`src/rtl/ram_port_arb.sv`:
```
// Arbiter sharing one pipelined data-RAM port between the CPU and a debug/loader master.
// Every issued slot carries an owner tag so read return (t+1) and write-back (t+2) reach the right master.
module ram_port_arb #(
    parameter int ADDR_W    = 8,
    parameter int DATA_W    = 16,
    parameter int MAX_BURST = 8
) (
    input  logic              CLK,
    input  logic              RST_N,
    input  logic              CPU_VALID,
    input  logic [ADDR_W-1:0] CPU_ADDR,
    input  logic              CPU_LOCK,
    input  logic              CPU_WEN,
    input  logic [DATA_W-1:0] CPU_WDATA,
    output logic              CPU_STALL,
    input  logic              LD_REQ,
    input  logic              LD_WE,
    input  logic [ADDR_W-1:0] LD_ADDR,
    input  logic [DATA_W-1:0] LD_WDATA,
    output logic              LD_GNT,
    output logic [DATA_W-1:0] LD_RDATA,
    output logic              LD_RVALID,
    output logic [ADDR_W-1:0] RAM_ADDR,
    output logic [DATA_W-1:0] RAM_IN,
    output logic              RAM_WEN,
    input  logic [DATA_W-1:0] RAM_OUT
);

    localparam int CNT_W = (MAX_BURST > 1) ? $clog2(MAX_BURST) : 1;
    localparam logic [CNT_W-1:0] CNT_LAST = CNT_W'(MAX_BURST - 1);

    typedef enum logic [1:0] {S_CPU, S_LD, S_YIELD} state_t;
    typedef enum logic [1:0] {TAG_NONE, TAG_CPU, TAG_LD} tag_t;

    state_t            state;
    logic [CNT_W-1:0]  burst_cnt;
    logic              ld_accept;
    tag_t              tag_p0, tag_p1, tag_p2;
    logic              ld_we_p1, ld_we_p2;
    logic [DATA_W-1:0] ld_wdata_p1, ld_wdata_p2;

    assign ld_accept = (state == S_LD) && LD_REQ;

    // Grant and stall are pure decodes of the state register, never of LD_REQ.
    assign LD_GNT    = (state == S_LD);
    assign CPU_STALL = (state == S_LD);

    always_ff @(posedge CLK or negedge RST_N) begin
        if (!RST_N) begin
            state     <= S_CPU;
            burst_cnt <= '0;
        end else begin
            case (state)
                S_CPU: begin
                    if (LD_REQ && !CPU_LOCK) begin
                        state     <= S_LD;
                        burst_cnt <= '0;
                    end
                end
                S_LD: begin
                    if (!LD_REQ) begin
                        state <= S_CPU;
                    end else if (burst_cnt == CNT_LAST) begin
                        state     <= S_YIELD;
                        burst_cnt <= '0;
                    end else begin
                        burst_cnt <= burst_cnt + CNT_W'(1);
                    end
                end
                S_YIELD: begin
                    state     <= LD_REQ ? S_LD : S_CPU;
                    burst_cnt <= '0;
                end
                default: begin
                    state     <= S_CPU;
                    burst_cnt <= '0;
                end
            endcase
        end
    end

    // Stage p0: address issue and owner tag for this slot
    assign RAM_ADDR = ld_accept ? LD_ADDR : CPU_ADDR;

    always_comb begin
        tag_p0 = TAG_NONE;
        if (ld_accept)
            tag_p0 = TAG_LD;
        else if ((state != S_LD) && CPU_VALID)
            tag_p0 = TAG_CPU;
    end

    // Stage p1/p2: tag and loader write payload travel with the slot
    always_ff @(posedge CLK or negedge RST_N) begin
        if (!RST_N) begin
            tag_p1      <= TAG_NONE;
            tag_p2      <= TAG_NONE;
            ld_we_p1    <= 1'b0;
            ld_we_p2    <= 1'b0;
            ld_wdata_p1 <= '0;
            ld_wdata_p2 <= '0;
        end else begin
            tag_p1      <= tag_p0;
            tag_p2      <= tag_p1;
            ld_we_p1    <= LD_WE;
            ld_we_p2    <= ld_we_p1;
            ld_wdata_p1 <= LD_WDATA;
            ld_wdata_p2 <= ld_wdata_p1;
        end
    end

    // Read return at p1; a stalled CPU cannot write because CPU_WEN only counts on CPU slots
    assign LD_RVALID = (tag_p1 == TAG_LD) && !ld_we_p1;
    assign LD_RDATA  = RAM_OUT;

    always_comb begin
        RAM_WEN = 1'b0;
        RAM_IN  = CPU_WDATA;
        case (tag_p2)
            TAG_CPU: RAM_WEN = CPU_WEN;
            TAG_LD: begin
                RAM_WEN = ld_we_p2;
                RAM_IN  = ld_wdata_p2;
            end
            default: RAM_WEN = 1'b0;
        endcase
    end

endmodule
```
`config.mk`:
```
export PLATFORM = sky130hd
export DESIGN_NAME = ram_port_arb
export DESIGN_NICKNAME = d
export VERILOG_FILES = /design/src/rtl/ram_port_arb.sv
export SDC_FILE = /design/constraint.sdc
export NUM_CORES = 1
export LEC_CHECK = 0
export BUFFER_PORTS_ARGS = -buffer_cell sky130_fd_sc_hd__buf_2
export CAP_MARGIN = 30
export CORE_ASPECT_RATIO = 0.6
export CORE_UTILIZATION = 41
export DETAILED_ROUTE_END_ITERATION = 10
export GPL_ROUTABILITY_DRIVEN = 0
export MAX_ROUTING_LAYER = met4
export PLACE_DENSITY = 0.9
export SLEW_MARGIN = 10
export SYNTH_ARGS = -nofsm -noshare
export SYNTH_HDL_FRONTEND = slang
export SYNTH_SLANG_ARGS = --single-unit
```
`constraint.sdc`:
```
create_clock -name CLK -period 1.86 [get_ports CLK]
set_input_delay 0.093 -clock CLK [delete_from_list [all_inputs] [get_ports CLK]]
set_output_delay 0.093 -clock CLK [all_outputs]
set_load 0.02 [all_outputs]
```
==> impl_metrics.env <==
export IMPL_outcome="finished, violations left"
export IMPL_setup_viol=0
export IMPL_synth_area_sq_um=1690
export IMPL_period_share=0.9302
export IMPL_critical_path_class="register to primary output"
export IMPL_critPathLaunch="tag_p2[0]"
export IMPL_synth_area_per_cell_sq_um=14.57
export IMPL_finish_utilization=0.6181
export IMPL_violations="DRC"
export IMPL_ys_seq_elements=43
export IMPL_maxCapViolCount=0
export IMPL_grt_first_pass_wirelength_um=5209
export IMPL_r2r_cells=5
export IMPL_design_area_sq_um=2354
export IMPL_p_leak_nw=1.193
export IMPL_pre_cts_ws_ps=427.3
export IMPL_crit_end="RAM_IN[2]"
export IMPL_rows=17
export IMPL_start_util=0.4440
export IMPL_dr_pass1_iters=7
export IMPL_fp_dieW_um=84.90
export IMPL_die_h_um=51.74
export IMPL_syn_num_nets=191
export IMPL_final_common_cell="buf_2"
export IMPL_grt_ovfl_total=0
export IMPL_r2r_setup_slack_ps=640
export IMPL_p_per_area_nw_per_um2=914.6
export IMPL_cts_tree="yes"
export IMPL_rsz0062_at_grt="no"
export IMPL_start_kind="register"
export IMPL_place_hpwl_um=2356
export IMPL_post_cts_resized=0
export IMPL_avgRoutedWirePerCell_um=12.92
export IMPL_route_vias_total=1148
export IMPL_cts_buffer_depth=2
export IMPL_drc=6
export IMPL_worstReg2RegEnd="burst_cnt[0]"
export IMPL_areaGrowthSynthToFinish_pct=39.23
export IMPL_synth_cells=116
export IMPL_antenna_found_initial=0
export IMPL_track_usage=0.1676
export IMPL_placed_cell_area_sq_um=2037
export IMPL_grt_pass1_vias=1150
export IMPL_insertion_delay_ps=290
export IMPL_fin_crit_ps=1730
export IMPL_arrival_ps=1640
export IMPL_synth_seq_area_share=0.6366
export IMPL_fin_nets=281
export IMPL_hold_class="primary input to register"
export IMPL_cts_buffers=5
export IMPL_dieArea_sq_um=4392
export IMPL_grt_max_degree=24
export IMPL_slew_headroom=0.6730
export IMPL_tns_ps=0
export IMPL_cts_root_buf="clkbuf_8"
export IMPL_required_ps=1770
export IMPL_first_iter_violations=40
export IMPL_diodes=0
export IMPL_ant_nets=0
export IMPL_final_layout_size_suffix_gt1_frac=0.5894
export IMPL_ys_types=18
export IMPL_cts_max_level=2
export IMPL_worst_slew_pin_slew_ps=490.5
export IMPL_cts_num_sinks=43
export IMPL_core_area_sq_um=3807
export IMPL_fmax_mhz=578.0
export IMPL_drt_total_wl_um=3281
export IMPL_cts_clk_slew_worst_paths_ps=80
export IMPL_yosys_warnings=0
export IMPL_drv_slew=0
export IMPL_crit_path_max_fanout=17
export IMPL_fin_ws_ps=129.8
export IMPL_via_per_inst=4.520
export IMPL_reg2reg_from="burst_cnt[0]"
export IMPL_end_kind="primary output"
export IMPL_port_buffers=82
export IMPL_finalHoldViolCount=0
export IMPL_ir_drop_mv=0.4541
export IMPL_fill_cells=309
export IMPL_pin_count=115
export IMPL_skew_ps=3.334
export IMPL_final_cell_mix="buf_2, dfrtp_1, mux2_2, dlygate4sd3_1"
cells by family (layout without fill, tap and decap cells):
kind of cell / after synthesis / after routing / share of synthesized area
fa+ha+maj: 4 / 4 / 0.02961
flops: 43 / 43 / 0.6366
mux: 24 / 24 / 0.1599
simple gates: 12 / 12 / 0.05108
buf+inv: 24 / 115 / 0.09252
compound gates: 9 / 9 / 0.03035
worst min-delay path by stage:
stage / start / endpoint / slack [ps] / cells after the start
floorplan: RST_N / burst_cnt[0] / -200 / 0
global placement: RST_N / ld_wdata_p2[11] / 80 / 1
detailed placement: RST_N / ld_wdata_p2[11] / 90 / 1
CTS: CPU_VALID / tag_p1[0] / 20 / 2
global route: CPU_VALID / tag_p1[0] / 10 / 2
finish: CPU_VALID / tag_p1[0] / 30 / 2
per-layer routing:
metal,GRT usage,vias to the layer above,wire length [um]
met1,0.1837,531,1323
li1,-,546,-
met2,0.2954,65,1633
met5,-,-,0
met3,0.06349,6,303
met4,0.04237,0,20
final cells by class:
class | instances | area, sq um | area share
sequential | 43 | 1076 | 0.4572
inverter | 5 | 18.77 | 0.007974
multi-input combinational | 49 | 457.9 | 0.1946
timing repair buffer | 102 | 605.6 | 0.2573
clock buffer | 5 | 68.82 | 0.02924
clock inverter | 3 | 67.56 | 0.02871
tap | 47 | 58.81 | 0.02499
worst max-delay path, cell delays in order, from the launching register on:
cell	delay (ps)
dfrtp_1	390
inv_1	60
ha_1	130
buf_4	240
mux2_2	370
buf_2	160
where the power goes:
group,total (W),switching [W],leakage (nW),internal [W]
Clock,0.000840,0.000305,0.0644,0.000535
Sequential,0.00101,0.0000215,0.515,0.000988
Combinational,0.000303,0.000150,0.614,0.000153
Total,0.00215,0.000477,1.19,0.00168
cell usage after synthesis:
master | count | area (sq um)
buf_2 | 2 | 10.01
and2b_2 | 2 | 17.52
nor2_1 | 2 | 7.510
nor3b_1 | 1 | 7.510
and3_2 | 1 | 7.510
buf_4 | 17 | 127.6
nand3_1 | 3 | 15.01
ha_1 | 4 | 50.05
nor2b_4 | 1 | 13.76
mux2_2 | 24 | 270.3
nand2_4 | 1 | 11.26
nand2b_1 | 1 | 6.260
a21oi_1 | 4 | 20.02
a22oi_1 | 1 | 7.510
o21ai_0 | 3 | 15.01
inv_1 | 5 | 18.77
a21o_2 | 1 | 8.760
dfrtp_1 | 43 | 1076
metrics by stage:
step | std cells | power (W) | hold WS [ps]
after global placement | 228 | 0.001294 | 82.12
after floorplan | 116 | 0.001224 | -202.6
after global routing | 254 | 0.002265 | 11.45
final | 254 | 0.002153 | 32.13
after CTS | 254 | 0.002176 | 23.33
after detailed placement | 228 | 0.001305 | 90.64
repair_timing:
action	CTS	global route
hold buffers	18	0
hold endpoints to repair	39	0
buffers inserted	0	0
registers in the layout, summed over array words and instances, names as in the netlist:
name and flops:
ld_wdata_p2 16, ld_wdata_p1 16, state 2, burst_cnt 3, ld_we_p1 1, ld_we_p2 1, tag_p1 2, tag_p2 2
(Power assumes the default switching activity.)
